**config.mk**
```make
export PLATFORM = sky130hd
export DESIGN_NAME = bit_scan_encoder
export DESIGN_NICKNAME = d
export VERILOG_FILES = /design/src/rtl/bit_scan_pkg.sv /design/src/rtl/bit_scan_encoder_prio_enc.sv /design/src/rtl/bit_scan_encoder.sv
export SDC_FILE = /design/constraint.sdc
export NUM_CORES = 1
export LEC_CHECK = 0
export ABC_AREA = 1
export ABC_CLOCK_PERIOD_IN_PS = 1950
export CAP_MARGIN = 20
export CORE_UTILIZATION = 38
export CTS_BUF_LIST = sky130_fd_sc_hd__clkbuf_2 sky130_fd_sc_hd__clkbuf_4 sky130_fd_sc_hd__clkbuf_8
export DETAILED_ROUTE_END_ITERATION = 10
export SYNTH_ARGS = -nofsm -noshare
export SYNTH_HDL_FRONTEND = slang
export SYNTH_HIERARCHICAL = 1
export SYNTH_SLANG_ARGS = --single-unit
```
**constraint.sdc**
```tcl
create_clock -name clk -period 1.95 [get_ports clk]
set_input_delay 0.2925 -clock clk [delete_from_list [all_inputs] [get_ports clk]]
set_output_delay 0.2925 -clock clk [all_outputs]
set_load 0.02 [all_outputs]
```
**src/rtl/bit_scan_pkg.sv**
```systemverilog
`default_nettype none
// ============================================================================
// Module   : bit_scan_pkg
// Brief    : Shared types and constants for the bit-scan encoder.
// Revision : 1.0 - initial release
// ============================================================================
package bit_scan_pkg;

    // Default request-vector width.
    localparam int DEFAULT_WIDTH = 16;

    // Two-state controller: waiting for a vector, or draining its set bits.
    typedef enum logic [0:0] {
        IDLE = 1'b0,
        EMIT = 1'b1
    } state_t;

endpackage
`default_nettype wire

```
**src/rtl/bit_scan_encoder_prio_enc.sv**
```systemverilog
`default_nettype none
// ============================================================================
// Module   : prio_enc
// Brief    : Combinational lowest-set-bit encoder. Reports the index of the
//            lowest set bit, whether any bit is set, and whether exactly one
//            bit is set.
// Revision : 1.0 - initial release
// ============================================================================
module prio_enc
    import bit_scan_pkg::*;
#(
    parameter  int WIDTH = DEFAULT_WIDTH,
    localparam int IDXW  = $clog2(WIDTH)
) (
    input  logic [WIDTH-1:0] vec,
    output logic [IDXW-1:0]  idx,
    output logic             any,
    output logic             single
);

    localparam logic [WIDTH-1:0] ONE = WIDTH'(1);

    // Scan from the top down so the lowest set bit is the last one written.
    always_comb begin
        idx = '0;
        for (int i = WIDTH - 1; i >= 0; i--) begin
            if (vec[i]) begin
                idx = IDXW'(i);
            end
        end
    end

    // Exactly one bit set <=> nonzero and clearing the lowest bit leaves zero.
    always_comb begin
        any    = |vec;
        single = any && ((vec & (vec - ONE)) == '0);
    end

endmodule
`default_nettype wire

```
**src/rtl/bit_scan_encoder.sv**
```systemverilog
`default_nettype none
// ============================================================================
// Module   : bit_scan_encoder
// Brief    : Accepts a WIDTH-bit request vector and emits one binary index
//            beat per set bit, lowest index first, over a valid/ready stream.
//            Optional macro ZERO_FLAG_EN: an all-zero vector yields a single
//            beat with out_none=1 instead of being dropped.
// Revision : 1.0 - initial release
// ============================================================================
module bit_scan_encoder
    import bit_scan_pkg::*;
#(
    parameter  int WIDTH = DEFAULT_WIDTH,
    localparam int IDXW  = $clog2(WIDTH)
) (
    input  logic             clk,
    input  logic             rst_n,
    input  logic [WIDTH-1:0] in_vec,
    input  logic             in_valid,
    output logic             in_ready,
    output logic [IDXW-1:0]  out_idx,
    output logic             out_valid,
    input  logic             out_ready,
    output logic             out_last,
    output logic             out_none
);

    localparam logic [WIDTH-1:0] ONE = WIDTH'(1);

    state_t           state;
    state_t           state_nxt;
    logic [WIDTH-1:0] pending;
    logic [WIDTH-1:0] pending_nxt;
    logic [IDXW-1:0]  enc_idx;
    logic             enc_any;
    logic             enc_single;
    logic             emitting;

    // Lowest-set-bit decode of the pending vector; all outputs come from here.
    prio_enc #(
        .WIDTH (WIDTH)
    ) u_prio_enc (
        .vec    (pending),
        .idx    (enc_idx),
        .any    (enc_any),
        .single (enc_single)
    );

    // State and pending-bit registers.
    always_ff @(posedge clk or negedge rst_n) begin
        if (!rst_n) begin
            state   <= IDLE;
            pending <= '0;
        end else begin
            state   <= state_nxt;
            pending <= pending_nxt;
        end
    end

    // Output decode from registered state only. An empty pending vector while
    // emitting can only be the zero-flag beat, which is also the last beat.
    always_comb begin
        emitting  = (state == EMIT);
        in_ready  = (state == IDLE);
        out_valid = emitting;
        out_idx   = emitting ? enc_idx : '0;
        out_last  = emitting && (enc_single || !enc_any);
`ifdef ZERO_FLAG_EN
        out_none  = emitting && !enc_any;
`else
        out_none  = 1'b0;
`endif
    end

    // Next-state logic: latch a vector in IDLE, peel off one bit per beat in EMIT.
    always_comb begin
        state_nxt   = state;
        pending_nxt = pending;
        case (state)
            IDLE: begin
                if (in_valid) begin
`ifdef ZERO_FLAG_EN
                    state_nxt   = EMIT;
                    pending_nxt = in_vec;
`else
                    if (in_vec != '0) begin
                        state_nxt   = EMIT;
                        pending_nxt = in_vec;
                    end
`endif
                end
            end
            EMIT: begin
                if (out_ready) begin
                    pending_nxt = pending & (pending - ONE);
                    if (out_last) begin
                        state_nxt = IDLE;
                    end
                end
            end
            default: begin
                state_nxt   = IDLE;
                pending_nxt = '0;
            end
        endcase
    end

endmodule
`default_nettype wire

```
# After elaboration in Yosys (flattened, before gate mapping)
# Cells that the tools add are included.
# classes
addsub	1
n_eq_ne	3
mux	26
n_bitwise	2
n_reduce_logical	8
# ops
cell	count
4-bit two-way mux	17
16-bit two-way mux	3
16-bit one-hot mux with 2 select lines	1
16-bit AND	1
16-bit zero test	1
16-bit nonzero test	1
16-bit OR reduction	1
16-bit by 1-bit subtractor with 16-bit output, second input constant	1
1-bit two-way mux	4
2-bit != test, second input constant	2
3-bit AND reduction	1
1-bit logical AND	2
2-bit by 1-bit != test with 1-bit output, second input constant	1
1-bit one-hot mux with 2 select lines	1
1-bit zero test	1
1-bit logical OR	1
1-bit inverter	1
# word_totals
regBits	17
inputBits	20
out_inout_bits	8
wordCells	42

# Logic depth before layout (Yosys ltp)
# Gate-level depths: netlist (run 1).
# logic_depth
word_depth	17
ltp_mapped	17
mapped_depth_nobuf	17

# Cells and area by module
# Netlist (run 1), hierarchy kept.
# modules_own_cells
mod	n_inst	cells_each	area_per_inst_um2	seq_area_each_um2
bit_scan_encoder	1	209	1256.2	425.4
prio_enc	1	71	344.1	0.0

# Least setup slack after synthesis (run 1)
# OpenSTA, ideal clock, no wires.
# synth_path
path_type	register to register
startpoint	register pending[5]
endpoint	register state, in the netlist out_valid
setup_ps	121
arrival_time_ps	1848
t_required_ps	1829
slack_ps	-18
stages_incl_launch_ff	15
path_buffers	0
synth_period_minus_slack_ps	1968
cell_sequence	dfrtp_1 nor2_2 nand2_2 inv_2 nand3_2 o32ai_2 nand2_1 nor2_1 nand2_1 nor2_1 inv_1 a21oi_1 inv_1 nand2_1 nand2_1
# synth_via
elab_chain_cells	9
elab_cells_between_ends	11
classes_between	add/sub (1); mux (3); bitwise (1); reduce/logical (6)
# synth_rtl
item	line	text
start, declared	bit_scan_encoder.sv:32	logic [WIDTH-1:0] pending;
start signal, assigned	bit_scan_encoder.sv:56	pending <= pending_nxt;
16-bit by 1-bit subtractor with 16-bit output	bit_scan_encoder_prio_enc.sv:36	single = any && ((vec & (vec - ONE)) == '0);
16-bit AND	bit_scan_encoder_prio_enc.sv:36	
16-bit zero test	bit_scan_encoder_prio_enc.sv:36	
1-bit logical AND (*)	bit_scan_encoder_prio_enc.sv:36	
net enc_single	bit_scan_encoder.sv:36	logic enc_single;
1-bit logical OR (*)	bit_scan_encoder.sv:67	out_last = emitting && (enc_single || !enc_any);
1-bit logical AND (*)	bit_scan_encoder.sv:67	
net out_last	bit_scan_encoder.sv:24	output logic out_last,
1-bit two-way mux (*)	bit_scan_encoder.sv:96	if (out_last) begin
1-bit two-way mux (*)	bit_scan_encoder.sv:94	if (out_ready) begin
1-bit one-hot mux with 2 select lines (*)	bit_scan_encoder.sv:79	case (state)
net state_nxt	bit_scan_encoder.sv:31	state_t state_nxt;
end signal, assigned	bit_scan_encoder.sv:55	state <= state_nxt;
end, declared	bit_scan_encoder.sv:30	state_t state;
# The timed path passes the listed nets; every way through them passes the cells marked *.
# A chain may end at the register's enable or synchronous reset.

# Worst setup path in the final report (run 1)
# layout_path
startpoint	register pending[5]
endpoint	output out_last
# layout_via
elab_chain_cells	6
elab_cells_between_ends	8
classes_between	add/sub (1); bitwise (1); reduce/logical (6)
# layout_rtl
item	line
16-bit by 1-bit subtractor with 16-bit output	bit_scan_encoder_prio_enc.sv:36
16-bit AND	bit_scan_encoder_prio_enc.sv:36
16-bit zero test	bit_scan_encoder_prio_enc.sv:36
1-bit logical AND (*)	bit_scan_encoder_prio_enc.sv:36
net enc_single	bit_scan_encoder.sv:36
1-bit logical OR (*)	bit_scan_encoder.sv:67
1-bit logical AND (*)	bit_scan_encoder.sv:67
end, declared	bit_scan_encoder.sv:24
# Marks and branches as above.

==> flow_summary_export.csv, run 1 <==
group,metric,value,unit
grt,grt.overflow.total,0,
layout,final_common_cell,"nand2_1",
cts,cts_root_buf,"clkbuf_8",
synth,yosysSeqAreaShare,26.6,%
routing,drc_errors,0,
grt,grt_pass1_wl,7.36,mm
sta,slew_viol_final,0,
critical_path,r2r-end,"out_valid$_DFF_PN0_",
cts,ctsHoldBuffers,0,
grt,antenna_found_initial,0,
layout,seq_area,428,um^2
critical_path,reg2reg_slack,0.17,ns
power_and_ir_drop,clock_power_share,6.1,%
sta,setup-violations-final,2,
placed_design,placed_cells,380,
placed_design,finalWeightedCongestion,0.886,
layout,area_growth,38.9,%
layout,drive_gt1_share,20.7,%
routing,vias,1817,
power_and_ir_drop,switching_power,2210,uW
power_and_ir_drop,pwr-share-comb,79.4,%
power_and_ir_drop,p_int,2180,uW
run,max_cap_viol_count,0,
layout,fin_util,55.2,%
synth,yosysWarnings,6,
layout,fin_nets,359,
grt,grt_max_degree,20,
status,status,"finished with violations",
routing,vias_per_cell,4.68,
sta,fmax,458,MHz
routing,drt_iter0_drc,52,
critical_path,setup.worst_path.class,"flop to primary output",
cts,h-tree-depth,1,
die,die_area,4470,um^2
critical_path,startpoint_type,"flop",
critical_path,critPathMaxFanout,4,
placed_design,postPlaceCellArea,2110,um^2
cts,clockBufferDepth,2,
power_and_ir_drop,leakage,0.00126,uW
synth,ys_types,32,
critical_path,worstRegToRegCells,14,
sta,rsz0062_at_grt,"true",
synth,syn_inst,280,
grt,grt_usage,22.0,%
placed_design,dp_slack,-0.440,ns
sta,fin_crit_sh,112,%
power_and_ir_drop,ir_drop,0.632,mV
synth,synth_area,1600,um^2
layout,mostFrequentLayoutCells,"nand2_1, buf_4, nor2_1, inv_1, nand3_1",
critical_path,cp.required,1.66,ns
die,fp-row-count,23,
routing,detail-route-antenna-nets,0,
cts,cts_tree,"yes",
sta,tightest_slew,0.713,ns
die,core_area,4030,um^2
layout,insertedDiodeCount,0,
status,violations,"setup timing",
layout,multi_input_area,1030,um^2
cts,numCtsBuffers,3,
layout,final_area,2220,um^2
sta,maxSlewHeadroom,52.3,%
die,io_pins,28,
die,die_w,66.9,um
power_and_ir_drop,power_frac_seq,14.5,%
sta,min_period,2.19,ns
hold_path,min_path_type,"input pin to asynchronous set/reset pin",
die,fp.dieH,66.9,um
power_and_ir_drop,sw_frac_of_total,50.4,%
synth,syn_avg_cell_area,5.72,um^2
critical_path,arrival,1.89,ns
routing,wirelength,4.40,mm
sta,layout_setup_ws,-0.236,ns
synth,synth-seq-cells,17,
routing,wl_per_cell,11.3,um
sta,fin_worst_skew,0.000810,ns
layout,nFillCells,421,
grt,grt_pass1_vias,1696,
synth,syn_nets,300,
critical_path,r2r-start,"pending[5]$_DFFE_PN0P_",
die,start_util,39.7,%
placed_design,place_hpwl,3.51,mm
sta,hold_violations,0,
power_and_ir_drop,power.density,1970,nW/um^2
layout,fin_cells,388,
cts,clk_pin_slew,0.06,ns
cts,clk_latency,0.25,ns
cts,numClockSinks,17,
placed_design,io_buffers,26,
routing,first_pass_iters,4,
critical_path,cp-end-kind,"primary output",
layout make-up:
| type | count | area share, % |
|---|---|---|
| Sequential cell | 17 | 19.3 |
| Tap cell | 50 | 2.82 |
| Inverter | 33 | 5.57 |
| Timing Repair Buffer | 63 | 23.6 |
| Clock buffer | 4 | 2.20 |
| Multi-Input combinational cell | 221 | 46.6 |
how the worst max path moves through the flow:
stage | start | to | slack [ns] | cells after the start
CTS | pending[4]$_DFFE_PN0P_ | out_last | -0.23 | 12
finish | pending[5]$_DFFE_PN0P_ | out_last | -0.24 | 12
global placement | pending[7]$_DFFE_PN0P_ | out_last | -0.39 | 12
floorplan | pending[5]$_DFFE_PN0P_ | out_last | 0.10 | 11
global route | pending[5]$_DFFE_PN0P_ | out_last | -0.41 | 12
detailed placement | pending[5]$_DFFE_PN0P_ | out_last | -0.44 | 12
state kept, by name (all words and copies together), names as in the netlist:
signal,flops
out_valid,1
pending,16
power groups by stage:
stage / logic, uW / registers, uW / clock network, uW
after global routing: 3910 / 657 / 283
after detailed placement: 3340 / 629 / 0
after CTS: 3420 / 632 / 278
after global placement: 3340 / 622 / 0
final: 3480 / 634 / 269
after floorplan: 1990 / 706 / 0
logic make-up (layout without fill, tap and decap cells):
family / Yosys count / after routing / synth area share [%]
and+or+nand+nor: 199 / 199 / 52.5
other: 1 / 1 / 0.234
AOI/OAI and AO/OA: 21 / 21 / 8.68
buffers and inverters: 42 / 100 / 12.0
DFF: 17 / 17 / 26.6
critical path, cell delays in order, from the launching register on:
cell and delay, ns:
dfrtp_1 0.41, nor2_4 0.15, nand2_2 0.08, inv_2 0.09, nand3_4 0.09, o32ai_2 0.20, nand2_1 0.07, nor2_1 0.10
nand2_1 0.05, nor2_1 0.08, inv_1 0.05, a21oi_2 0.12, buf_4 0.15
cells in the mapped netlist, drive strengths merged:
cell / count / share of area, %
nor2: 42 / 11
o22ai: 2 / 0.78
a21oi: 4 / 1.3
o32ai: 1 / 1.0
nand4: 1 / 0.39
conb: 1 / 0.23
o21ai: 6 / 1.9
nand2: 126 / 30
nand3: 26 / 9.2
buf: 9 / 4.3
dfrtp: 17 / 27
a211oi: 1 / 0.47
o211ai: 1 / 0.47
inv: 33 / 7.7
a21boi: 1 / 0.47
nor3: 1 / 0.31
or2: 2 / 0.94
nand3b: 1 / 0.47
o21bai: 2 / 0.94
a221oi: 1 / 0.55
o31ai: 1 / 0.47
a31oi: 1 / 0.39
routing by layer:
layer / routed length [um] / GRT usage (%)
met2: 2050 / 36.6
met5: 0 / 0
met1: 2100 / 29.4
met4: 70 / 8.24
met3: 176 / 1.54
through the flow:
step,hold slack (ns),setup TNS [ns],total power [uW]
detailed placement,0.604,-0.947,3970
global placement,0.592,-0.904,3960
floorplan,-0.00309,0,2700
global route,0.542,-0.653,4850
CTS,0.491,-0.295,4330
finish,0.470,-0.272,4390
what timing repair did:
action                     CTS  global route
pin swaps                    6             2
gates resized for setup     29             9
setup endpoints to repair    5             7
buffers inserted             3             1
Power figures use the tool's default switching activity.
==> run 2, diff against run 1 <==
ABC_CLOCK_PERIOD_IN_PS = 1980   (was 1950)
CORE_UTILIZATION = 30   (was 38)
clock period = 1.98 ns   (was 1.95 ns; I/O delays follow)
==> run 2 against run 1 <==
Combinational power increased by 1%; register-to-register slack improved by 0.02 ns; critical endpoint unchanged; highest routed layer unchanged; sequential share of layout area decreased by 0.65 points; utilization decreased by 10 points; clock skew increased by 0.0037 ns; total power increased by 1.2%; die area increased by 26%; worst setup slack improved by 0.029 ns; wire length increased by 7.4%; hold slack got worse by 0.10 ns; cell count increased by 7.0%; the flow still finishes with violations (setup timing); global-route usage decreased by 3.3 points.
==> flow_summary_export.csv, run 2 (same netlist as run 1, synthesis figures left out) <==
group,metric,value,unit
status,status,"finished with violations",
status,violations,"setup timing",
sta,min_period,2.19,ns
sta,fmax,457,MHz
routing,first_pass_iters,4,
placed_design,finalWeightedCongestion,0.827,
critical_path,critPathMaxFanout,4,
routing,vias,1888,
routing,detail-route-antenna-nets,0,
die,die_w,75.0,um
routing,drt_iter0_drc,82,
sta,layout_setup_ws,-0.207,ns
sta,hold-worst-slack,0.367,ns
grt,grt.overflow.total,0,
power_and_ir_drop,ir_drop,0.853,mV
sta,fin_worst_skew,0.00449,ns
layout,largest_register_ffs,16,
die,fp.dieH,75.0,um
critical_path,startpoint_type,"flop",
run,max_cap_viol_count,0,
die,io_pins,28,
cts,h-tree-depth,1,
die,start_util,31.3,%
placed_design,place_hpwl,3.62,mm
cts,ctsHoldBuffers,0,
cts,clk_pin_slew,0.07,ns
layout,final_common_cell,"nand2_1",
layout,fin_nets,366,
die,fp-row-count,26,
cts,numClockSinks,17,
power_and_ir_drop,leakage,0.00129,uW
critical_path,cp_slowest_cell,"dfrtp_1",
critical_path,cp-end-kind,"primary output",
routing,vias_per_cell,4.55,
layout,nFillCells,558,
power_and_ir_drop,p_total,4440,uW
routing,wirelength,4.72,mm
routing,wl_per_cell,11.4,um
cts,numCtsBuffers,3,
grt,grt_pass1_wl,7.96,mm
critical_path,setup.worst_path.class,"flop to primary output",
sta,slew_viol_final,0,
sta,setup-violations-final,2,
power_and_ir_drop,power.density,1930,nW/um^2
sta,rsz0062_at_grt,"true",
critical_path,path_cells,"nor2_4, nand2_1, a221oi_2, o211ai_1, nor2_1, nand2_1, nor2_1, inv_1, a21oi_2, buf_4",
sta,hold_violations,0,
critical_path,arrival,1.89,ns
grt,grt_max_degree,21,
grt,grt_usage,18.7,%
hold_path,min_path_type,"input pin to asynchronous set/reset pin",
layout,insertedDiodeCount,0,
grt,grt_pass1_vias,1708,
die,die_area,5630,um^2
cts,cts_root_buf,"clkbuf_8",
die,core_area,5110,um^2
layout,largest_register,"pending",
sta,fin_crit_sh,110,%
layout,mostFrequentLayoutCells,"nand2_1, buf_4, nor2_1, inv_1, nand3_1",
cts,clockBufferDepth,2,
cts,clk_latency,0.25,ns
layout,area_growth,43.7,%
routing,drc_errors,0,
cts,cts_tree,"yes",
critical_path,cp.required,1.68,ns
critical_path,cpPeakStageDelay,0.41,ns
layout,drive_gt1_share,21.4,%
grt,antenna_found_initial,0,
placed_design,io_buffers,26,
==> run 2: layout make-up <==
type / count / area [um^2] / area share (%)
Multi-Input combinational cell: 221 / 1010 / 44.0
Timing Repair Buffer: 70 / 599 / 26.1
Sequential cell: 17 / 428 / 18.6
Inverter: 33 / 124 / 5.39
Tap cell: 70 / 87.6 / 3.81
Clock buffer: 4 / 48.8 / 2.12
==> run 2: stage by stage <==
stage	instances	utilization (%)	setup slack [ns]	area [um^2]	setup TNS (ns)
floorplan	280	-	0.0117	1600	0
detailed placement	401	42.0	-0.458	2150	-0.856
global route	415	45.0	-0.383	2300	-0.737
global placement	401	42.0	-0.401	2150	-0.789
finish	415	45.0	-0.207	2300	-0.216
CTS	415	45.1	-0.206	2300	-0.232
==> run 2: critical path: cells and delay by family (launching register included) <==
| kind | cells | cell delay, ns |
|---|---|---|
| and+or+nand+nor | 5 | 0.53 |
| DFF | 1 | 0.41 |
| buffers and inverters | 2 | 0.21 |
| AOI/OAI and AO/OA | 3 | 0.49 |
==> run 2: final timing paths <==
kind	startpoint	end	slack, ns	cells after the start
setup / recovery	pending[3]$_DFFE_PN0P_	out_last	-0.21	10
hold / removal	rst_n	pending[15]$_DFFE_PN0P_	0.37	2
setup reg to reg	pending[3]$_DFFE_PN0P_	out_valid$_DFF_PN0_	0.19	12
hold reg to reg	pending[9]$_DFFE_PN0P_	pending[9]$_DFFE_PN0P_	0.62	3
max in group asynchronous	rst_n	pending[12]$_DFFE_PN0P_	1.39	2
min in group clk	pending[9]$_DFFE_PN0P_	pending[9]$_DFFE_PN0P_	0.62	3
==> run 2: routing by layer <==
metal  vias up  GRT usage [%]  routed length [um]
li1        998              -                   -
met1       833           26.4                2260
met2        53           31.2                2210
met3         4           1.20                 212
met4         0           4.40                  36
met5         -              0                   0
==> run 2: report_power, final <==
group	switching [uW]	internal [uW]
sequential	132	494
combinational	1960	1580
clock	122	157
==> run 2: timing repair <==
item,4_1_cts,5_1_grt
endpoints found under the setup margin,5,5
pin swaps,3,0
resized for setup,26,4
endpoints found under the hold margin,0,0
setup buffers,10,0
==> run 3, diff against run 2 <==
ABC_CLOCK_PERIOD_IN_PS = 2400   (was 1980)
CORE_MARGIN = 10   (was unset)
CORE_UTILIZATION = 45   (was 30)
PLACE_DENSITY = 0.7   (was unset)
clock period = 2.4 ns   (was 1.98 ns; I/O delays follow)
==> run 3 against run 2 <==
The run now ends clean; combinational power down 24%; cell count down 10%; wire length down 3.9%.
==> flow_summary_export.csv, run 3 (same netlist as run 1, synthesis figures left out) <==
group,metric,value,unit
status,status,"finished, final reports clean",
critical_path,reg2reg_slack,0.45,ns
placed_design,io_buffers,26,
critical_path,cpPeakStageDelay,0.42,ns
die,io_pins,28,
layout,largest_register,"pending",
layout,area_growth,30.6,%
power_and_ir_drop,leakage,0.00119,uW
routing,drt_iter0_drc,99,
grt,antenna_found_initial,0,
sta,fmax,422,MHz
critical_path,setup.worst_path.class,"flop to primary output",
critical_path,critPathTopFamily,"compound AO/OA/AOI/OAI gates",
die,die_w,79.6,um
layout,insertedDiodeCount,0,
cts,numCtsBuffers,3,
grt,grt_max_degree,22,
cts,clk_pin_slew,0.10,ns
routing,wl_per_cell,12.2,um
die,die_area,6340,um^2
layout,drive_gt1_share,15.3,%
routing,wirelength,4.54,mm
layout,final_area,2090,um^2
layout,seq_area,427,um^2
routing,first_pass_iters,4,
grt,grt_pass1_wl,7.69,mm
grt,grt.overflow.total,0,
power_and_ir_drop,ir_drop,0.560,mV
power_and_ir_drop,power.density,1600,nW/um^2
run,max_cap_viol_count,0,
die,core_area,3390,um^2
sta,tightest_slew,0.761,ns
layout,mostFrequentLayoutCells,"nand2_1, nor2_1, inv_1, buf_4, nand3_1",
grt,grt_usage,14.7,%
routing,detail-route-antenna-nets,0,
sta,min_period,2.37,ns
critical_path,worst-path-buf-inv,2,
sta,hold-worst-slack,0.511,ns
hold_path,min_path_type,"input pin to asynchronous set/reset pin",
die,fp-row-count,21,
die,start_util,47.2,%
grt,grt_pass1_vias,1733,
placed_design,place_hpwl,3.54,mm
critical_path,startpoint_type,"flop",
sta,hold_violations,0,
sta,rsz0062_at_grt,"true",
sta,slew_viol_final,0,
critical_path,cp_slowest_cell,"dfrtp_1",
critical_path,cp-end-kind,"primary output",
cts,numClockSinks,17,
routing,vias_per_cell,4.88,
cts,clockBufferDepth,2,
routing,drc_errors,0,
layout,multi_input_area,1010,um^2
critical_path,cpMostUsedCell,"nor2_1",
critical_path,path_cells,"nor2_4, o22ai_1, a211oi_1, o211ai_1, nor2_1, nand2_1, nor2_1, inv_1, a21oi_2, buf_6",
cts,clk_latency,0.29,ns
sta,final.setup.tns,0,ns
sta,maxSlewHeadroom,49.1,%
placed_design,postPlaceCellArea,2020,um^2
layout,final_common_cell,"nand2_1",
layout,fin_nets,348,
placed_design,finalWeightedCongestion,0.842,
layout,nFillCells,343,
sta,fin_crit_sh,98.7,%
die,fp.dieH,79.6,um
critical_path,critPathMaxFanout,4,
sta,fin_worst_skew,0.00530,ns
routing,vias,1822,
sta,setup-violations-final,0,
cts,cts_root_buf,"clkbuf_4",
cts,h-tree-depth,1,
layout,fin_cells,373,
placed_design,placed_cells,366,
layout,largest_register_ffs,16,
critical_path,arrival,2.01,ns
cts,cts_tree,"yes",
critical_path,cp.required,2.04,ns
[run 3: cell type report]
class / instances / area share [%]
inverters: 33 / 5.92
multi-input cells: 221 / 48.3
clock buffers: 3 / 1.08
well taps: 46 / 2.75
clock inverters: 1 / 0.239
repair buffers: 52 / 21.3
flip-flops and latches: 17 / 20.4
[run 3: what timing repair did]
item / 4_1_cts / 5_1_grt
buffers inserted: 0 / 3
resized for setup: 10 / 10
endpoints found under the setup margin: 4 / 3
hold buffers: 0 / 0
pin swaps: 0 / 2
[run 3: worst paths after layout]
| path | startpoint | cells past startpoint | to |
|---|---|---|---|
| min in group clk | pending[15]$_DFFE_PN0P_ | 2 | pending[15]$_DFFE_PN0P_ |
| min | rst_n | 1 | out_valid$_DFF_PN0_ |
| min reg2reg | pending[15]$_DFFE_PN0P_ | 2 | pending[15]$_DFFE_PN0P_ |
| max | pending[3]$_DFFE_PN0P_ | 10 | out_last |
| max in group asynchronous | rst_n | 1 | pending[15]$_DFFE_PN0P_ |
| max reg2reg | pending[3]$_DFFE_PN0P_ | 13 | out_valid$_DFF_PN0_ |
[run 3: metrics by stage]
step                      utilization (%)  power, uW  setup slack, ns
after CTS                            60.5       3190           0.0193
after global placement               59.7       3060          -0.0412
after global routing                 61.7       3700          -0.0908
final                                61.7       3340           0.0310
after detailed placement             59.7       3080           -0.131
after floorplan                         -       2180            0.379
[run 3: layer usage]
| metal | share of wire (%) | up-vias | GRT usage (%) |
|---|---|---|---|
| met5 | 0 | - | 0 |
| met4 | 0.53 | 0 | 4.30 |
| met3 | 7.3 | 2 | 3.27 |
| met2 | 47 | 63 | 24.7 |
| met1 | 46 | 796 | 18.3 |
| li1 | - | 961 | - |
[run 3: worst register-to-register path: cells and delay by family (launching register included)]
kind / cells / cell delay, ns
buffers and inverters: 3 / 0.22
AOI/OAI and AO/OA: 4 / 0.69
and+or+nand+nor: 6 / 0.51
DFF: 1 / 0.42
[run 3: where the power goes]
part	internal, uW	switching [uW]	total (uW)
combinational	1120	1550	2670
clock	61.9	89.5	151
sequential	405	114	519
